==> src/rtl/nes_pkg.sv <==
// nes_pkg: shared types and constants for the OAM DMA engine and PPU register port
package nes_pkg;
  typedef enum logic [2:0] {S_IDLE, S_HALT, S_ALIGN, S_READ, S_WRITE} oam_dma_state_t;
  localparam logic [15:0] DMA_REG_ADDR_DEF = 16'h4014;
  localparam logic [2:0]  PPU_OAMDATA      = 3'd4;
endpackage

==> src/rtl/oam_dma.sv <==
// oam_dma: sprite OAM DMA, copies page $P00-$PFF into PPU OAMDATA while holding the CPU.
// Define OAM_DMA_ALIGN_EN to insert the odd/even ALIGN cycle before the first read.
module oam_dma
  import nes_pkg::*;
#(
  parameter logic [15:0] DMA_REG_ADDR = DMA_REG_ADDR_DEF,
  parameter logic [2:0]  OAMDATA_IDX  = PPU_OAMDATA
) (
  input  logic        clk,
  input  logic        nres_in,
  input  logic [15:0] cpu_addr,
  input  logic        cpu_wr,
  input  logic [7:0]  cpu_wdata,
  input  logic [7:0]  mem_rdata,
  output logic        dma_active,
  output logic        dma_rd,
  output logic [15:0] dma_addr,
  output logic        cpu_rdy,
  output logic        ppu_reg_cs,
  output logic        ppu_we,
  output logic [2:0]  ppu_reg_addr,
  output logic [7:0]  ppu_wdata
);
  oam_dma_state_t state_q;
  logic [7:0] page_q, byte_cnt_q;
  logic       need_align;
`ifdef OAM_DMA_ALIGN_EN
  logic cyc_odd_q;
  assign need_align = ~cyc_odd_q;
`else
  assign need_align = 1'b0;
`endif
  always_ff @(posedge clk or negedge nres_in) begin
    if (!nres_in) begin
      state_q    <= S_IDLE;
      page_q     <= 8'h00;
      byte_cnt_q <= 8'h00;
`ifdef OAM_DMA_ALIGN_EN
      cyc_odd_q  <= 1'b0;
`endif
    end else begin
`ifdef OAM_DMA_ALIGN_EN
      cyc_odd_q <= ~cyc_odd_q;
`endif
      case (state_q)
        S_IDLE: if (cpu_wr && cpu_addr == DMA_REG_ADDR) begin
          state_q    <= S_HALT;
          page_q     <= cpu_wdata;
          byte_cnt_q <= 8'h00;
        end
        S_HALT:  state_q <= need_align ? S_ALIGN : S_READ;
        S_ALIGN: state_q <= S_READ;
        S_READ:  state_q <= S_WRITE;
        S_WRITE: begin
          byte_cnt_q <= byte_cnt_q + 8'd1;
          state_q    <= (byte_cnt_q == 8'hFF) ? S_IDLE : S_READ;
        end
        default: state_q <= S_IDLE;
      endcase
    end
  end
  always_comb begin
    cpu_rdy      = state_q == S_IDLE;
    dma_rd       = state_q == S_READ;
    ppu_we       = state_q == S_WRITE;
    ppu_reg_cs   = ppu_we;
    dma_active   = dma_rd || ppu_we;
    dma_addr     = dma_rd ? {page_q, byte_cnt_q} : 16'h0000;
    ppu_reg_addr = ppu_we ? OAMDATA_IDX : 3'd0;
    ppu_wdata    = ppu_we ? mem_rdata : 8'h00;
  end
endmodule
==> config.mk <==
export PLATFORM = sky130hd
export DESIGN_NAME = oam_dma
export DESIGN_NICKNAME = d
export VERILOG_FILES = /design/src/rtl/nes_pkg.sv /design/src/rtl/oam_dma.sv
export SDC_FILE = /design/constraint.sdc
export NUM_CORES = 1
export LEC_CHECK = 0
export CAP_MARGIN = 10
export CORE_AREA = 4 4 46 88
export DETAILED_ROUTE_END_ITERATION = 6
export DIE_AREA = 0 0 50 92
export GPL_ROUTABILITY_DRIVEN = 0
export PLACE_DENSITY = 0.72
export SKIP_LAST_GASP = 1
export SLEW_MARGIN = 20
export SYNTH_ARGS = -nofsm -noshare
export SYNTH_HDL_FRONTEND = slang
export SYNTH_SLANG_ARGS = --single-unit
==> constraint.sdc <==
create_clock -name clk -period 4.8 [get_ports clk]
set_input_delay 0.48 -clock clk [delete_from_list [all_inputs] [get_ports clk]]
set_output_delay 0.48 -clock clk [all_outputs]
set_load 0.01 [all_outputs]
# After elaboration in Yosys (flattened, before gate mapping)

Index checks and enable logic that the tools add are counted.

Input port bits: 35
Bits in registers: 19
Logic and storage cells: 26

Equal/unequal tests: 7
Muxes and demuxes: 8
Add/sub/neg operators: 1
Reduce and logical (&&, ||, !) cells: 7

Operators with widths:

| operator                                                                | count |
|---|---|
| 16-bit by 15-bit equality test with 1-bit output, second input constant | 1 |
| 16-bit two-way mux                                                      | 1 |
| 8-bit two-way mux                                                       | 2 |
| 8-bit case mux with 2 select lines                                      | 1 |
| 3-bit case mux with 4 select lines                                      | 1 |
| 8-bit by 1-bit adder with 8-bit output, second input constant           | 1 |
| 8-bit equality test, second input constant                              | 1 |
| 3-bit by 2-bit equality test with 1-bit output, second input constant   | 2 |
| 3-bit two-way mux                                                       | 2 |
| 2-bit AND reduction                                                     | 2 |
| 3-bit by 1-bit equality test with 1-bit output, second input constant   | 1 |
| 3-bit equality test, second input constant                              | 1 |
| 3-bit zero test                                                         | 1 |
| 2-bit two-way mux                                                       | 1 |
| 2-bit by 1-bit inequality test with 1-bit output, second input constant | 1 |
| 2-bit nonzero test                                                      | 1 |
| 2-bit OR reduction                                                      | 1 |
| 1-bit logical AND                                                       | 1 |
| 1-bit logical OR                                                        | 1 |

# Longest topological paths before layout

Gate-level depths: netlist of run 1.

Depth in word-level cells: 4
Mapped depth: 6
Mapped depth without buffers: 5

# Worst setup path before layout of run 1

OpenSTA, ideal clock, no wires.

Path kind: flip-flop to output port
Start point: register state_q[1]
End point: output ppu_wdata[0]
Data arrival time: 1,564 ps
Setup slack: 2,756 ps
Cell stages (with the launch flop): 6
Cells stage by stage: dfrtp_1 > clkbuf_1 > or3b_2 > inv_1 > buf_2 > and2_1

Longest elaborated chain between the ends: 2

Ends and longest elaborated chain:

| element                  | line          | source |
|---|---|---|
| start: declaration       | oam_dma.sv:24 | `oam_dma_state_t state_q;` |
| start signal: assignment | oam_dma.sv:51 | `S_HALT: state_q <= need_align ? S_ALIGN : S_READ;` |
| start signal: assignment | oam_dma.sv:56 | `state_q <= (byte_cnt_q == 8'hFF) ? S_IDLE : S_READ;` |
| 3-bit equality test      | oam_dma.sv:65 | `ppu_we = state_q == S_WRITE;` |
| net ppu_reg_cs           | oam_dma.sv:19 | `output logic ppu_reg_cs,` |
| 8-bit two-way mux        | oam_dma.sv:70 | `ppu_wdata = ppu_we ? mem_rdata : 8'h00;` |
| end: declaration         | oam_dma.sv:22 | `output logic [7:0] ppu_wdata` |

The timed path passes the listed nets, and every way through them passes these cells.

# Worst setup path in the final report of run 1

Start point: register state_q[0]
End point: output ppu_wdata[3]

Longest elaborated chain between the ends: 2

Ends and longest elaborated chain:

| element             | line |
|---|---|
| 3-bit equality test | oam_dma.sv:65 |
| 8-bit two-way mux   | oam_dma.sv:70 |

No other way between the ends.

==> run_results.csv, run 1 <==
group,metric,value,unit
worst_setup_path,start_kind,"flip-flop",
sta,setup_tns,0,ns
logic_synthesis,syn_area,1130,sq um
clock_network,cts_buffers,3,
grt,grt.overflow.total,0,
worst_setup_path,critPathBufInv,2,
worst_setup_path,slowest_delay,0.64,ns
clock_network,post-cts-setup-buffers,0,
finish,drive_gt1_frac,0.0966,
power_and_ir_drop,p_sw_frac,0.374,
detailed_routing,drt_iter0_drc,22,
worst_setup_path,path_max_fanout,18,
min_path,min_from,"page_q[5]",
logic_synthesis,avgSynthCellArea,9.77,sq um
logic_synthesis,synth_flop_cell,"dfrtp_1",
worst_setup_path,r2r_setup_slack,2.70,ns
worst_setup_path,setup.worst_path.class,"reg2out",
worst_setup_path,r2r_end,"page_q[0]",
floorplan,fp.coreArea,3420,sq um
min_path,whs_endpoint,"page_q[5]",
clock_network,root_buffer,"clkbuf_8",
finish,fin_area,1830,sq um
detailed_routing,drc,0,
logic_synthesis,netlist_instances,116,
worst_setup_path,crit_family,"buffers and inverters",
sta,fin_crit_sh,0.623,
detailed_routing,wl_per_cell,13.8,um
detailed_routing,ant_nets,0,
floorplan,die_h,92,um
grt,grt_pass1_wl,5000,um
min_path,hold_depth,1,
finish,multi_input_area,601,sq um
clock_network,htreeDepth,1,
grt,first_global_vias,1116,
detailed_routing,dr.pass1.iters,4,
sta,setup_viol,0,
clock_network,clock_latency,0.26,ns
power_and_ir_drop,combPwrFrac,0.449,
worst_setup_path,slowest_stage,"or3b_2",
finish,layout.area.seq,475,sq um
run_status,outcome,"completed",
sta,max_freq,0.334,GHz
grt,grt_max_degree,20,
worst_setup_path,end_kind,"primary output",
finish,fill_cells,330,
sta,finalCriticalPeriod,2.99,ns
min_path,hold_path_class,"reg2reg",
sta,finClkSkew,0.00771,ns
worst_setup_path,arrival,2.51,ns
clock_network,clk_pin_slew,0.08,ns
logic_synthesis,synth_edf_count,0,
floorplan,num_io_pins,67,
clock_network,cts_tree,"done",
finish,diodes,0,
placed_design,dpl-instance-area,1780,sq um
clock_network,cts_num_sinks,19,
sta,tightestPinTransition,0.899,ns
worst_setup_path,cp_cell_sequence,"or3b_2 > inv_1 > and2_1 > clkdlybuf4s50_1",
finish,synthToLayoutAreaGrowth,61.1,%
power_and_ir_drop,ir_drop,0.274,mV
clock_network,cts_buffer_depth,2,
placed_design,hpwlAfterDp,2520,um
logic_synthesis,synth_warnings,0,
finish,final_nets,213,
detailed_routing,vias,1056,
logic_synthesis,synth-async-reset-ratio,1.00,
grt,track_usage,0.140,
sta,hold_viol,0,
power_and_ir_drop,pwr_density_cell,388,nW/um^2
floorplan,row_count,30,
detailed_routing,wl,3100,um
power_and_ir_drop,p_int,0.444,mW
run,maxCapViolCount,0,
floorplan,initial_core_util,0.332,
sta,rsz0062_at_grt,"no",
logic_synthesis,yosysSeqAreaShare,0.419,
placed_design,port-buffer-count,64,
power_and_ir_drop,p_leak,0.765,nW
power_and_ir_drop,power_frac_seq,0.391,
detailed_routing,via_per_inst,4.71,
grt,antenna_found_initial,0,
logic_synthesis,synth_cell_types,36,
worst_setup_path,r2r_start,"state_q[2]",
worst_setup_path,reg2regPathDepth,4,
floorplan,dieArea,4600,sq um
floorplan,die_width,50,um
power_and_ir_drop,clkPwrFrac,0.159,
sta,slew_headroom,0.398,
clock_network,cts_resized,0,
logic_synthesis,yosys_register_bits,19,
worst_setup_path,required,4.32,ns
power_and_ir_drop,p_sw,0.265,mW
clock_network,hold_buffers,0,
sta,slew_viol_final,0,
## worst max-delay path by stage
stage	from	endpoint	cells after the start
floorplan	state_q[1]	ppu_wdata[0]	5
global placement	state_q[0]	ppu_wdata[7]	4
detailed placement	state_q[0]	ppu_wdata[3]	4
CTS	state_q[0]	ppu_wdata[3]	4
global route	state_q[0]	ppu_wdata[1]	4
finish	state_q[0]	ppu_wdata[3]	4
## layer usage
layer  track usage  part of all wire  vias to the layer above
met2         0.260              0.55                       48
met1         0.133              0.35                      490
met5             0                 0                        -
met4        0.0554             0.016                        0
met3        0.0488             0.089                        5
li1              -                 -                      513
## area by class of cell
class	count	area share
Timing Repair Buffer	64	0.351
Multi-Input combinational cell	88	0.329
Sequential cell	19	0.260
Tap cell	48	0.0329
Clock buffer	3	0.0226
Clock inverter	1	0.00274
Inverter	1	0.00205
## per-stage QoR
step | power [mW] | util | hold slack [ns] | worst slack (ns) | instances
final | 0.709 | 0.535 | 0.500 | 1.81 | 224
after floorplan | 0.449 | - | 0.184 | 2.76 | 117
after CTS | 0.719 | 0.535 | 0.507 | 1.79 | 224
after global routing | 0.762 | 0.535 | 0.523 | 1.66 | 224
after detailed placement | 0.602 | 0.521 | 0.492 | 2.09 | 220
after global placement | 0.591 | 0.521 | 0.484 | 2.16 | 220
## flip-flops by register name, indices dropped and copies added, names as in the netlist
name        cells
page_q          8
byte_cnt_q      8
state_q         3
## synthesized netlist by cell type, types with 2 or more instances
master    count  area (sq um)
and3_1        4          25.0
nor2_1        4          15.0
mux2_2        8          90.1
o21ai_0       5          25.0
nand3_1       4          20.0
nor4_1        2          12.5
dfrtp_1      19           475
a21oi_1       2          10.0
o211ai_1      2          15.0
nand2_1       8          30.0
or3_1         2          12.5
nor4b_1       2          17.5
and2_1       24           150
nor3_1        2          10.0
buf_4         4          30.0
clkbuf_1      3          11.3
nor2b_1       2          12.5
## power by group through the flow
stage	logic, mW	registers, mW	clock network (mW)
2_1_floorplan	0.202	0.247	0
3_3_place_gp	0.315	0.275	0
3_5_place_dp	0.322	0.280	0
4_1_cts	0.325	0.277	0.117
5_1_grt	0.348	0.287	0.126
6_report	0.319	0.278	0.113
## kinds of logic (layout without fill, tap and decap cells)
kind of cell             count (synthesis)  after routing  share of synthesized area
AND/OR/NAND/NOR                         62             62                      0.345
flip-flops                              19             19                      0.419
AO/OA/AOI/OAI                           12             12                     0.0629
buffers and inverters                   10             69                     0.0541
multiplexers                             9              9                     0.0883
XOR/XNOR                                 2              2                     0.0155
adder cells (fa/ha/maj)                  1              1                     0.0110
other                                    1              2                    0.00331
## placed cells by master, fill, tap and decap left out, types with 2 or more instances in the layout
cell             instances
o211ai_1                 2
nor4b_1                  2
nor4_1                   2
dfrtp_1                 19
and3_1                   4
mux2_2                   8
o21ai_0                  5
nor2b_1                  2
clkdlybuf4s50_1         64
a21oi_1                  2
conb_1                   2
nor2_1                   4
and2_1                  24
nand3_1                  4
or3_1                    2
nor3_1                   2
nand2_1                  8
clkbuf_8                 3
Note: power is estimated with default switching activity, not from simulation.
==> run 2: changes to the inputs <==
CORE_AREA = 4 4 46 89   (was 4 4 46 88)
DIE_AREA = 0 0 50 93   (was 0 0 50 92)
PLACE_DENSITY = 0.75   (was 0.72)
clock period = 2.5 ns   (was 4.8 ns; I/O delays follow)
==> run 2 against run 1 <==
  * Sequential share of layout area decreased by 0.66 points
  * Combinational power is 110% higher
  * Global-route usage grew 0.82 points
  * Final cell count up 2.7%
  * Register-to-register slack worse by 2.1 ns
  * Non-clock buffer count increased by 6
  * Critical path depth is the same
  * First-iteration DRC count down 14%
  * Die area is 1.1% higher
  * Sequential cell count did not move
  * Wire length up 5.4%
  * Clock-buffer cell count rose by 1
  * Highest routed layer unchanged
==> run_results.csv, run 2 (synthesized netlist as in run 1, its figures left out) <==
group,metric,value,unit
run_status,outcome,"completed",
worst_setup_path,end_kind,"primary output",
worst_setup_path,slowest_stage,"clkdlybuf4s50_1",
floorplan,die_width,50,um
detailed_routing,dr.pass1.iters,4,
worst_setup_path,required,2.25,ns
worst_setup_path,slowest_delay,0.54,ns
sta,fin_ws,0.118,ns
clock_network,cts_buffers,3,
clock_network,cts_resized,0,
sta,fin_crit_sh,0.953,
worst_setup_path,path_max_fanout,14,
detailed_routing,vias,1099,
floorplan,die_h,93,um
clock_network,clock_latency,0.26,ns
clock_network,root_buffer,"clkbuf_8",
grt,grt_max_degree,20,
grt,track_usage,0.148,
detailed_routing,drt_iter0_drc,19,
sta,setup_viol,0,
worst_setup_path,crit_cells,4,
worst_setup_path,reg2regPathDepth,5,
placed_design,hpwlAfterDp,2630,um
grt,grt_pass1_wl,5330,um
sta,fin_hold_ws,0.493,ns
sta,hold_viol,0,
floorplan,initial_core_util,0.332,
grt,first_global_vias,1154,
clock_network,cts_buffer_depth,2,
sta,max_freq,0.420,GHz
power_and_ir_drop,ir_drop,0.593,mV
detailed_routing,wl,3270,um
detailed_routing,wl_per_cell,14.2,um
grt,grt.overflow.total,0,
worst_setup_path,start_kind,"flip-flop",
worst_setup_path,cp_cell_sequence,"or3b_2 > clkinvlp_4 > and2_1 > clkdlybuf4s50_1",
finish,reg.largest.list,"byte_cnt_q (8), page_q (8), state_q (3)",
worst_setup_path,arrival,2.13,ns
min_path,hold_path_class,"in2async",
clock_network,hold_buffers,0,
placed_design,post-place-ws,0.301,ns
sta,rsz0062_at_grt,"no",
finish,drive_gt1_frac,0.126,
sta,finClkSkew,0.00200,ns
sta,tightestPinTransition,0.894,ns
finish,synthToLayoutAreaGrowth,65.3,%
worst_setup_path,critPathBufInv,2,
sta,slew_viol_final,0,
sta,slew_headroom,0.402,
finish,layout.cells.non_filler,230,
worst_setup_path,r2r_start,"state_q[2]",
power_and_ir_drop,total_power,1.40,mW
placed_design,port-buffer-count,64,
worst_setup_path,crit_end,"ppu_wdata[0]",
worst_setup_path,crit_family,"buffers and inverters",
worst_setup_path,setup.worst_path.class,"reg2out",
detailed_routing,drc,0,
finish,diodes,0,
sta,setup_tns,0,ns
floorplan,row_count,30,
detailed_routing,ant_nets,0,
worst_setup_path,r2r_setup_slack,0.57,ns
finish,final_nets,219,
worst_setup_path,r2r_end,"page_q[6]",
floorplan,num_io_pins,67,
grt,antenna_found_initial,0,
finish,layout_commonest_cell,"clkdlybuf4s50_1",
sta,finalCriticalPeriod,2.38,ns
power_and_ir_drop,pwr_density_cell,746,nW/um^2
floorplan,fp.coreArea,3420,sq um
clock_network,htreeDepth,1,
clock_network,clk_pin_slew,0.07,ns
run,maxCapViolCount,0,
detailed_routing,via_per_inst,4.78,
floorplan,dieArea,4650,sq um
finish,layout_common_cells,"clkdlybuf4s50_1 (64), and2_1 (24), dfrtp_1 (19), nand2_1 (8), mux2_2 (8)",
clock_network,cts_tree,"done",
finish,fill_cells,312,
placed_design,placedCellCount,226,
clock_network,cts_num_sinks,19,
clock_network,post-cts-setup-buffers,0,
worst_setup_path,crit_start,"state_q[1]",
power_and_ir_drop,p_leak,0.784,nW
==> run 2: cell type report <==
type                       instances  area (sq um)  area share
tap                               48          60.1      0.0320
sequential                        19           475       0.254
timing repair buffer              70           686       0.366
multi-input combinational         88           601       0.320
inverter                           1          7.51     0.00401
clock buffer                       4          45.0      0.0240
==> run 2: stage by stage <==
stage                     instance area, sq um  utilization
after global placement                    1830        0.534
after global routing                      1870        0.549
after floorplan                           1140            -
after detailed placement                  1830        0.534
final                                     1870        0.549
after CTS                                 1870        0.548
==> run 2: worst min path at each step <==
| stage | start | end | slack, ns |
|---|---|---|---|
| finish | nres_in | page_q[5] | 0.49 |
| floorplan | nres_in | byte_cnt_q[0] | -0.05 |
| CTS | page_q[7] | page_q[7] | 0.50 |
| global route | page_q[2] | page_q[2] | 0.52 |
| detailed placement | page_q[7] | page_q[7] | 0.49 |
| global placement | page_q[7] | page_q[7] | 0.48 |
==> run 2: worst register-to-register path: stages (launching register included) <==
cell      delay [ns]
dfrtp_1         0.47
nor4b_2         0.32
nand4b_2        0.21
nor4_4          0.24
buf_4           0.21
mux2_2          0.35
==> run 2: routing by layer <==
metal,share of wire,up-vias,global-route usage
met5,0,-,0
met4,0.017,0,0.0716
met3,0.073,5,0.0319
met2,0.57,52,0.277
met1,0.34,512,0.147
li1,-,530,-
==> run 2: power breakdown <==
| part | internal (mW) | leakage, nW | switching (mW) | total (mW) |
|---|---|---|---|---|
| sequential | 0.399 | 0.244 | 0.118 | 0.516 |
| clock | 0.113 | 0.0228 | 0.105 | 0.218 |
| combinational | 0.376 | 0.517 | 0.289 | 0.665 |
==> run 3: changes to the inputs <==
ABC_CLOCK_PERIOD_IN_PS = 2500   (was default)
==> results of run 3 <==
The final DEF is identical to that of run 2; final timing and power are the same.
